**src/rtl/muldiv_pkg.sv**
```systemverilog
// Shared encodings for the HI/LO multiply/divide sequencer.
// The divider is included only when MULDIV_DIV_EN is defined.
package muldiv_pkg;

  localparam int MULDIV_ITER = 32;
  localparam int MULDIV_CNT_W = $clog2(MULDIV_ITER);

  typedef enum logic [2:0] {
    OP_MULT  = 3'b000,
    OP_MULTU = 3'b001,
    OP_DIV   = 3'b010,
    OP_DIVU  = 3'b011,
    OP_MTHI  = 3'b100,
    OP_MTLO  = 3'b101,
    OP_RSV6  = 3'b110,
    OP_RSV7  = 3'b111
  } op_e;

  typedef enum logic [1:0] {
    IDLE = 2'd0,
    RUN  = 2'd1,
    FIX  = 2'd2
  } state_e;

  function automatic logic is_signed_op(input op_e op);
    return (op == OP_MULT) || (op == OP_DIV);
  endfunction

endpackage

```
**src/rtl/muldiv_step.sv**
```systemverilog
// One unsigned iteration: shift-add multiply, or restoring compare-subtract
// divide when MULDIV_DIV_EN is defined. Quotient bit is returned separately.
module muldiv_step
  import muldiv_pkg::*;
#(
  parameter int WIDTH = 32
) (
  input  logic               is_div,
  input  logic [2*WIDTH-1:0] acc,
  input  logic [WIDTH-1:0]   operand,
  output logic [2*WIDTH-1:0] acc_next,
  output logic               q_bit
);

  logic [WIDTH:0] sum;
`ifdef MULDIV_DIV_EN
  logic [WIDTH:0] rem;
`endif

  always_comb begin
    // NOTE: every output gets a default first so no path can leave a latch behind.
    sum      = {1'b0, acc[2*WIDTH-1:WIDTH]} + {1'b0, (acc[0] ? operand : {WIDTH{1'b0}})};
    acc_next = {sum, acc[WIDTH-1:1]};
    q_bit    = 1'b0;
`ifdef MULDIV_DIV_EN
    // Divide layout is {remainder, dividend/quotient}; the quotient bit lands
    // in the vacated LSB, which the caller fills from q_bit.
    rem = {acc[2*WIDTH-1:WIDTH], acc[WIDTH-1]};
    if (is_div) begin
      q_bit    = (rem >= {1'b0, operand});
      acc_next = {(q_bit ? (rem[WIDTH-1:0] - operand) : rem[WIDTH-1:0]),
                  acc[WIDTH-2:0], 1'b0};
    end
`else
    if (is_div) acc_next = acc;
`endif
  end

endmodule

```
**src/rtl/muldiv_ctrl.sv**
```systemverilog
// HI/LO owner for MULT/MULTU/DIV/DIVU/MTHI/MTLO: 33-cycle iterative sequencer.
// Define MULDIV_DIV_EN to build the divider; otherwise DIV/DIVU complete as no-ops.
module muldiv_ctrl
  import muldiv_pkg::*;
#(
  parameter int WIDTH = 32
) (
  input  logic             clk,
  input  logic             rst,
  input  logic             start,
  input  logic [2:0]       op,
  input  logic [WIDTH-1:0] op_a,
  input  logic [WIDTH-1:0] op_b,
  output logic             busy,
  output logic             done,
  output logic             div_zero,
  output logic [WIDTH-1:0] hi,
  output logic [WIDTH-1:0] lo
);

  localparam logic [MULDIV_CNT_W-1:0] LAST_ITER = MULDIV_CNT_W'(MULDIV_ITER - 1);

  state_e                  state;
  logic [MULDIV_CNT_W-1:0] cnt;
  logic [2*WIDTH-1:0]      acc;
  logic [2*WIDTH-1:0]      acc_next;
  logic [WIDTH-1:0]        operand;
  logic                    q_bit;
  logic                    neg_res;
  logic                    neg_rem;
  logic                    is_div;
  logic                    b_zero;

  op_e              op_c;
  logic             mul_op;
  logic             div_op;
  logic             div_skip;
  logic             a_neg;
  logic             b_neg;
  logic [WIDTH-1:0] a_mag;
  logic [WIDTH-1:0] b_mag;

  assign op_c = op_e'(op);

  always_comb begin
    mul_op = (op_c == OP_MULT) || (op_c == OP_MULTU);
`ifdef MULDIV_DIV_EN
    div_op   = (op_c == OP_DIV) || (op_c == OP_DIVU);
    div_skip = 1'b0;
`else
    div_op   = 1'b0;
    div_skip = (op_c == OP_DIV) || (op_c == OP_DIVU);
`endif
    a_neg = is_signed_op(op_c) && op_a[WIDTH-1];
    b_neg = is_signed_op(op_c) && op_b[WIDTH-1];
    a_mag = a_neg ? -op_a : op_a;
    b_mag = b_neg ? -op_b : op_b;
  end

  muldiv_step #(.WIDTH(WIDTH)) u_step (
    .is_div   (is_div),
    .acc      (acc),
    .operand  (operand),
    .acc_next (acc_next),
    .q_bit    (q_bit)
  );

  always_ff @(posedge clk or negedge rst) begin
    if (!rst) begin
      state    <= IDLE;
      cnt      <= '0;
      acc      <= '0;
      operand  <= '0;
      neg_res  <= 1'b0;
      neg_rem  <= 1'b0;
      is_div   <= 1'b0;
      b_zero   <= 1'b0;
      busy     <= 1'b0;
      done     <= 1'b0;
      div_zero <= 1'b0;
      hi       <= '0;
      lo       <= '0;
    end else begin
      // NOTE: state uses non-blocking assignments so every register samples
      // pre-edge values regardless of statement order.
      done     <= 1'b0;
      div_zero <= 1'b0;
      case (state)
        IDLE: begin
          if (start) begin
            if (mul_op || div_op) begin
              // Multiply keeps the multiplier in the low half; divide keeps the dividend there.
              acc     <= {{WIDTH{1'b0}}, (div_op ? a_mag : b_mag)};
              operand <= div_op ? b_mag : a_mag;
              neg_res <= a_neg ^ b_neg;
              neg_rem <= a_neg;
              is_div  <= div_op;
              b_zero  <= (op_b == '0);
              cnt     <= '0;
              busy    <= 1'b1;
              state   <= RUN;
            end else if (op_c == OP_MTHI) begin
              hi   <= op_a;
              done <= 1'b1;
            end else if (op_c == OP_MTLO) begin
              lo   <= op_a;
              done <= 1'b1;
            end else if (div_skip) begin
              done <= 1'b1;
            end
          end
        end
        RUN: begin
          acc <= {acc_next[2*WIDTH-1:1], acc_next[0] | q_bit};
          cnt <= cnt + 1'b1;
          if (cnt == LAST_ITER) state <= FIX;
        end
        FIX: begin
          if (is_div) begin
            // A zero divisor leaves the dividend magnitude as remainder, so the
            // normal sign fix already restores op_a in hi.
            hi       <= neg_rem ? -acc[2*WIDTH-1:WIDTH] : acc[2*WIDTH-1:WIDTH];
            lo       <= b_zero ? {WIDTH{1'b1}}
                               : (neg_res ? -acc[WIDTH-1:0] : acc[WIDTH-1:0]);
            div_zero <= b_zero;
          end else begin
            {hi, lo} <= neg_res ? -acc : acc;
          end
          done  <= 1'b1;
          busy  <= 1'b0;
          state <= IDLE;
        end
        default: begin
          busy  <= 1'b0;
          state <= IDLE;
        end
      endcase
    end
  end

endmodule

```
**config.mk**
```make
export PLATFORM = sky130hd
export DESIGN_NAME = muldiv_ctrl
export DESIGN_NICKNAME = d
export VERILOG_FILES = /design/src/rtl/muldiv_pkg.sv /design/src/rtl/muldiv_step.sv /design/src/rtl/muldiv_ctrl.sv
export SDC_FILE = /design/constraint.sdc
export NUM_CORES = 1
export LEC_CHECK = 0
export ABC_CLOCK_PERIOD_IN_PS = 8300
export BUFFER_PORTS_ARGS = -buffer_cell sky130_fd_sc_hd__buf_2
export CAP_MARGIN = 20
export CORE_AREA = 3 3 167 169
export CTS_CLUSTER_SIZE = 30
export DETAILED_ROUTE_END_ITERATION = 10
export DIE_AREA = 0 0 170 172
export PLACE_DENSITY = 0.72
export SLEW_MARGIN = 20
export SYNTH_ARGS = -nofsm -noshare
export SYNTH_HDL_FRONTEND = slang
export SYNTH_SLANG_ARGS = --single-unit
```
**constraint.sdc**
```tcl
create_clock -name clk -period 8.3 [get_ports clk]
set_input_delay 1.66 -clock clk [delete_from_list [all_inputs] [get_ports clk]]
set_output_delay 1.66 -clock clk [all_outputs]
set_load 0.005 [all_outputs]
```
==> results of run 1 <==
-- power by group --
part / switching (mW) / total (mW) / internal, mW / leakage [nW]
clock: 0.365 / 0.815 / 0.450 / 0.283
combinational: 1.04 / 1.79 / 0.751 / 3.16
sequential: 0.464 / 1.66 / 1.19 / 2.12
total: 1.86 / 4.26 / 2.40 / 5.57
-- worst max-delay path, cell delays in order --
cell and delay [ns]:
buf_2 0.12, or4_1 0.61, nor4b_1 0.60, and2_1 0.43
nand3_1 0.20, o21ai_0 0.30, xor2_1 0.18, o21ai_0 0.09
-- how the worst max path moves through the flow --
stage | to | slack [ns] | start | cells after the start
2_1_floorplan | acc[23] | 4.62 | op_b[9] | 7
3_3_place_gp | operand[30] | 3.83 | op_a[6] | 7
3_5_place_dp | operand[30] | 3.81 | op_a[6] | 7
4_1_cts | operand[30] | 4.27 | op_a[6] | 7
5_1_grt | operand[27] | 4.24 | op_a[6] | 8
6_report | operand[29] | 4.39 | op_a[6] | 8
-- metal layers --
layer | vias to the layer above | wire, um
li1 | 5181 | -
met1 | 5348 | 15800
met2 | 557 | 16600
met3 | 64 | 3360
met4 | 2 | 960
met5 | - | 78
-- sequential cells by signal, summed over array words and instances, names as in the netlist --
register	count
busy	1
done	1
neg_res	1
operand	32
lo	32
hi	32
cnt	5
state	2
acc	64
-- cells in the mapped netlist (7+ instances only) --
master,number,share of area [%]
o22ai_1,8,0.43
o21ai_0,143,6.2
nor4_1,17,0.92
dfrtp_1,170,37
a22oi_1,35,2.3
buf_1,11,0.36
nor2_1,98,3.2
or3_1,28,1.5
ha_1,37,4.0
o31ai_1,32,2.1
nor3_1,31,1.3
nor2b_1,8,0.43
nor3b_1,9,0.58
nand2_1,173,5.6
a221oi_1,11,0.83
nand2b_1,11,0.60
a211oi_1,7,0.45
clkbuf_1,76,2.5
inv_1,25,0.81
nand3_1,33,1.4
a21o_1,9,0.58
nand4_1,20,1.1
a21oi_1,75,3.2
or2_2,11,0.60
or4_1,18,1.2
xnor2_1,51,3.9
o41ai_1,13,0.99
xor2_1,76,5.8
o221ai_1,22,1.7
and2_1,35,1.9
-- cells by family (layout without fill, tap and decap cells) --
family / after synthesis / count (layout)
flops: 170 / 170
fa+ha+maj: 38 / 38
other cells: 1 / 1
compound gates: 413 / 413
xor+xnor: 127 / 127
buf+inv: 113 / 204
mux: 5 / 5
simple gates: 513 / 513
-- placed cells by master, fill, tap and decap left out, drive strengths merged, types with 4 or more instances in the layout --
cell type and count:
or2 11, nor3 31, ha 37, and2 37, or3 28, buf 147
o221ai 22, o22ai 8, o41ai 14, nand2 173, a22oi 35, nand4 21
a211oi 7, o211ai 6, a221oi 11, nor2b 8, or4 21, inv 29
dfrtp 170, nor2 98, o21a 4, o21ai 145, and3 4, xor2 76
a21o 9, nor4 18, a21oi 75, nor3b 9, nand3 33, o21bai 5
a21boi 5, clkbuf 21, nand2b 11, mux2i 4, xnor2 51, o31ai 36
a31oi 5
-- metrics by stage --
| stage | hold WS, ns | instances | util [%] | total power, mW |
|---|---|---|---|---|
| finish | 0.474 | 1812 | 48.8 | 4.26 |
| global route | 0.492 | 1812 | 48.8 | 4.55 |
| CTS | 0.474 | 1812 | 48.8 | 4.23 |
| detailed placement | 0.457 | 1780 | 46.6 | 3.41 |
| global placement | 0.456 | 1780 | 46.6 | 3.35 |
| floorplan | 0.431 | 1380 | - | 2.73 |
-- layout make-up --
cell class / instances / area (sq um)
tap: 341 / 427
fill: 2533 / 13700
clock buffer: 21 / 480
clock inverter: 11 / 110
timing repair buffer: 147 / 772
sequential: 170 / 4260
inverter: 25 / 93.8
multi-input combinational: 1097 / 6910
==> impl_summary.txt, run 1 <==
----------------------------------------------------
[Status]
  Run status ... finished, final reports clean

[Synthesis]
  Adder-cell share of the synthesized area ... under 10%
  Post-synthesis instance area ... 0.0115 sq mm
  Xor and xnor fraction of the mapped netlist area ... a little under 10%
  Synthesized netlist cell count ... 1,380
  Share of the synthesized area in compound gates (AO/OA/AOI/OAI) ... between 20% and 30%
  Seq cells post-synth ... 170
  Fraction of synthesized area in multiplexers ... 0.444%
  Async SR Flop Fraction ... 100%
  Commonest register cell after synthesis ... dfrtp_1
  Syn nets ... about 1,500
  Simple-gate portion of the synthesized area ... 22.1%
  Mean Syn Cell Area ... 8.37 sq um
  Combinational family with the most area after synthesis ... compound AO/OA/AOI/OAI gates
  Sequential fraction of the synthesis area ... around 37%
  Number of library cell types mapped by synthesis ... between 60 and 70
  Number of synthesized flops with an enable pin ... 0
  Yosys warns ... 0

[Global route]
  Met3 Usage GRT ... between 5 and 6%
  Via count of the first global-routing pass ... about 10,000
  Most used routing layer in global routing ... met2
  Met2 global-route usage ... 37.8%
  Largest net degree at the start of global routing ... between 90 and 100
  First-pass GRT wire length ... ~57,000 um
  Met1 GRT Util ... 33.7%
  Overall global routing resource usage ... about a quarter
  Initial antenna violation count ... 0
  GRT overflow ... 0

[Floorplan]
  Row count ... 60
  Die X ... roughly 170 um
  Boundary pin count ... 137
  Initial core utilization ... a little over two fifths
  Area of the die ... 0.0292 sq mm
  Die Span Y ... roughly 170 um
  Area inside the core boundary ... about 0.027 sq mm

[Clock network]
  Maximum root-to-sink buffer count ... 2
  Count of hold-fix buffers inserted at cts ... 0
  Buffer cell driving the clock tree root ... clkbuf_16
  Number of setup buffers added after CTS ... 0
  Clock-pin slew reported for the worst setup and hold paths after clock tree synthesis ... approximately 0.07 ns
  Total clock buffers created by CTS ... 17
  PostCTS Resize Cnt ... 0
  Clock latency at the later pin of the worst-skew pair ... 0.44 ns
  H-tree Lvls ... 4
  TritonCTS Sinks ... 170
  Clock tree from TritonCTS ... done

[Place]
  Standard cell area after detailed placement ... 0.0124 sq mm
  Half-perimeter wire length after detailed placement ... around 27,000 um
  Final weighted congestion in routability-driven placement ... ~0.95
  Worst setup slack before clock tree synthesis ... between 3 and 4 ns
  Buffers on Ports ... roughly 140

[Timing]
  Worst slew slack as a fraction of its limit ... 27.0%
  Hold violation total from the final report ... 0
  Slew at the pin closest to its max-slew limit ... between 1 and 1.5 ns
  Post-route setup TNS ... 0 ns
  Slew Viols, Final ... 0
  Fin worst setup slack ... approximately 4.4 ns
  RSZ-0062 raised after global routing ... no
  Highest attainable clock frequency ... roughly 260 MHz
  Finish-stage setup viols ... 0
  Worst clock skew ... around 0.011 ns
  Post-layout minimum cycle time ... just under 4 ns
  Fin crit share ... approximately 47%

[Final layout]
  Area grow syn2layout ... 12.9%
  Final nets ... between 1,500 and 2,000
  Post-route cell area ... 0.0130 sq mm
  Antenna diode instance count ... 0
  Fraction of layout cells with a size suffix above 1 ... between 10% and 20%

[Route]
  Post-route DRC violation count ... 0
  Post-Route WL ... ~37,000 um
  Residual antenna-violating net count after detailed routing ... 0
  Vias/cell ... roughly 6.2
  WL per Instance ... about 20 um
  Number of optimization iterations in the first detailed-route pass ... 9
  Via Count ... 11,200
  DRT iter0 DRCs ... approximately 1,300

[Power and ir drop]
  Static leakage ... approximately 5.6 nW
  Peak supply drop ... approximately 200 uV
  Power density over the cells ... roughly 330 mW/mm^2

[Setup path]
  Kind of start point of the critical path ... primary input
  CP endpoint kind ... flop
  Worst Path Required ... 8.59 ns
  Data arrival time of the critical path ... 4.19 ns
  Maximum fanout along the worst path ... 6
  Endpoint of the worst-slack reg-to-reg timing path ... acc[56]
  Reg2reg path depth ... 9
  Kind of critical path ... in2reg
  Reg2Reg Setup Slack ... about 4.6 ns
  Worst flop-to-flop path startpoint ... acc[0]

[Run]
  Number of violations of the max-capacitance limit ... 0

[Worst hold path]
  Number of cells traversed by the worst hold path ... 2
  Start point of the worst hold path ... operand[14]
  Type of the most critical hold path ... reg2reg
  Endpoint with the worst hold slack ... operand[14]

----------------------------------------------------
Power figures use the tool's default switching activity.
==> inputs of run 2 (changes only) <==
--- a/config.mk
+++ b/config.mk
@@ -5,14 +5,14 @@
 export SDC_FILE = /design/constraint.sdc
 export NUM_CORES = 1
 export LEC_CHECK = 0
-export ABC_CLOCK_PERIOD_IN_PS = 8300
+export ABC_CLOCK_PERIOD_IN_PS = 3150
 export BUFFER_PORTS_ARGS = -buffer_cell sky130_fd_sc_hd__buf_2
 export CAP_MARGIN = 20
 export CORE_AREA = 3 3 167 169
 export CTS_CLUSTER_SIZE = 30
 export DETAILED_ROUTE_END_ITERATION = 10
 export DIE_AREA = 0 0 170 172
-export PLACE_DENSITY = 0.72
+export PLACE_DENSITY = 0.74
 export SLEW_MARGIN = 20
 export SYNTH_ARGS = -nofsm -noshare
 export SYNTH_HDL_FRONTEND = slang
==> constraint.sdc (replaced) <==
create_clock -name clk -period 3.15 [get_ports clk]
set_input_delay 0.63 -clock clk [delete_from_list [all_inputs] [get_ports clk]]
set_output_delay 0.63 -clock clk [all_outputs]
set_load 0.005 [all_outputs]
==> run 2 against run 1 <==
Effect of this change:
- first-iteration DRC count increased by 8.2%
- critical path depth increased by 2
- global-route usage up 0.93 points
- non-clock buffer count rose by 62
- sequential share of layout area fell by 1.2 points
- clock-buffer cell count decreased by 4
- die area did not move
- cell area increased by 4.0%
- largest power group unchanged
- core utilization increased by 1.9 points
- sequential power rose to 2.5 times the previous value
- combinational power grew to 3.0 times the previous value
==> impl_summary.txt, run 2 (synthesis results as in run 1) <==
----------------------------------------------------
[Route]
  Post-route DRC violation count ... 0
  Number of optimization iterations in the first detailed-route pass ... 5
  WL per Instance ... 20.0 um
  Vias/cell ... 6.13
  DRT iter0 DRCs ... 1,441
  Post-Route WL ... 37,400 um
  Via Count ... between 10,000 and 15,000
  Residual antenna-violating net count after detailed routing ... 0

[Global route]
  First-pass GRT wire length ... about 59,000 um
  Overall global routing resource usage ... 25.3%
  Largest net degree at the start of global routing ... between 60 and 70
  Initial antenna violation count ... 0
  Via count of the first global-routing pass ... 10,700
  GRT overflow ... 0

[Clock network]
  Clock tree from TritonCTS ... done
  Maximum root-to-sink buffer count ... 2
  H-tree Lvls ... 4
  TritonCTS Sinks ... between 150 and 200
  Buffer cell driving the clock tree root ... clkbuf_16
  Total clock buffers created by CTS ... 17
  Count of hold-fix buffers inserted at cts ... 0
  Clock-pin slew reported for the worst setup and hold paths after clock tree synthesis ... 0.07 ns
  Clock latency at the later pin of the worst-skew pair ... between 0.4 and 0.5 ns

[Place]
  Final weighted congestion in routability-driven placement ... 0.945
  Standard cell area after detailed placement ... between 0.01 and 0.015 sq mm
  Half-perimeter wire length after detailed placement ... 28,400 um
  Total placed cells including tap cells ... 1,841
  Worst setup slack before clock tree synthesis ... -0.0148 ns
  Buffers on Ports ... 135

[Timing]
  Finish-stage setup viols ... 0
  Highest attainable clock frequency ... 340 MHz
  Worst clock skew ... 0.0106 ns
  Fin worst setup slack ... approximately 0.21 ns
  Worst slew slack as a fraction of its limit ... between 40% and 50%
  Post-layout minimum cycle time ... around 3 ns
  Slew at the pin closest to its max-slew limit ... about 0.9 ns
  Fin crit share ... slightly above 90%
  Worst hold slack across all endpoints ... approximately 0.13 ns
  Slew Viols, Final ... 0
  RSZ-0062 raised after global routing ... no
  Post-route setup TNS ... 0 ns
  Hold violation total from the final report ... 0

[Run]
  Number of violations of the max-capacitance limit ... 0

[Final layout]
  Most frequent cells in the layout ... nand2_1 (173), dfrtp_1 (168), o21ai_0 (142)
  Post-route cell area ... around 0.014 sq mm
  Antenna diode instance count ... 0
  Fraction of layout cells with a size suffix above 1 ... between 10% and 20%
  Final nets ... about 1,600
  Most frequent standard cell in the layout excluding fill and tap cells ... nand2_1
  Final design utilization ... 50.8%
  Filler cell count in the final layout ... between 2,000 and 3,000
  Register ranked first by flip-flop count ... acc
  Area grow syn2layout ... 17.4%
  Count of non-filler cells in the finished layout ... between 1,500 and 2,000
  Number of flip-flops in the largest register ... 64

[Setup path]
  Kind of critical path ... reg2reg
  Maximum fanout along the worst path ... 26
  Worst Path Required ... between 3 and 4 ns
  Kind of start point of the critical path ... flop
  Data arrival time of the critical path ... between 3 and 4 ns
  CP endpoint kind ... flop
  Worst flop-to-flop path startpoint ... acc[0]
  Critical path origin ... acc[0]

[Power and ir drop]
  Final Total Pwr ... between 10 and 15 mW
  Peak supply drop ... about 500 uV
  Static leakage ... about 6 nW
  Power density over the cells ... approximately 850 mW/mm^2

[Floorplan]
  Initial core utilization ... 43.2%
  Area of the die ... between 0.02 and 0.03 sq mm
  Row count ... 60
  Die Span Y ... around 170 um
  Boundary pin count ... roughly 140
  Die X ... 170 um
  Area inside the core boundary ... roughly 0.027 sq mm

[Status]
  Run status ... finished, final reports clean

[Worst hold path]
  Type of the most critical hold path ... in2async

----------------------------------------------------
## run 2: cell count changes in the layout (fill, tap and decap cells not counted), sizes merged
cell	delta
clkinv	-1
bufinv	-1
clkinvlp	+2
buf	+62
inv	+4
clkbuf	-4
## run 2: where the power goes
| group | internal, mW | switching (mW) | total, mW |
|---|---|---|---|
| sequential | 3.15 | 1.03 | 4.18 |
| combinational | 2.30 | 3.06 | 5.36 |
| clock | 1.04 | 1.01 | 2.05 |
| total | 6.49 | 5.10 | 11.6 |
## run 2: per-layer routing
layer,track usage (%),vias up,wire (um)
li1,-,5315,-
met1,35.4,5502,15900
met2,38.7,588,16700
met3,5.26,74,3680
met4,9.56,0,1170
met5,0,-,0
## run 2: critical path, stage by stage, from the launching register on
cell	delay [ns]
dfrtp_2	0.47
buf_12	0.18
and2_1	0.18
ha_1	0.45
nand4_1	0.21
or3_1	0.42
nor2_1	0.17
a211o_1	0.16
a21oi_2	0.08
or4_1	0.47
nand3_1	0.08
## run 2: layout make-up
cell class              instances  area, sq um  share of cell area [%]
clock buffers                  17          425                    3.14
clock inverters                15          133                   0.978
inverters                      25         93.8                   0.692
multi-input cells            1097         6940                    51.2
flip-flops and latches        170         4260                    31.4
well taps                     341          427                    3.15
repair buffers                209         1290                    9.49
## run 2: what timing repair did
item                                    CTS  global route
buffers inserted                          0             1
gates resized for setup                   1            10
pin swaps                                 0             1
endpoints found under the setup margin    1            23
## run 2: final timing paths
path	to	slack (ns)	depth (start not counted)
worst max-delay path	acc[60]	0.21	10
worst min-delay path	acc[4]	0.13	1
worst max register to register	acc[60]	0.21	10
worst min register to register	lo[5]	0.48	2
max in group asynchronous	acc[0]	2.23	2
min in group clk	done	0.46	3
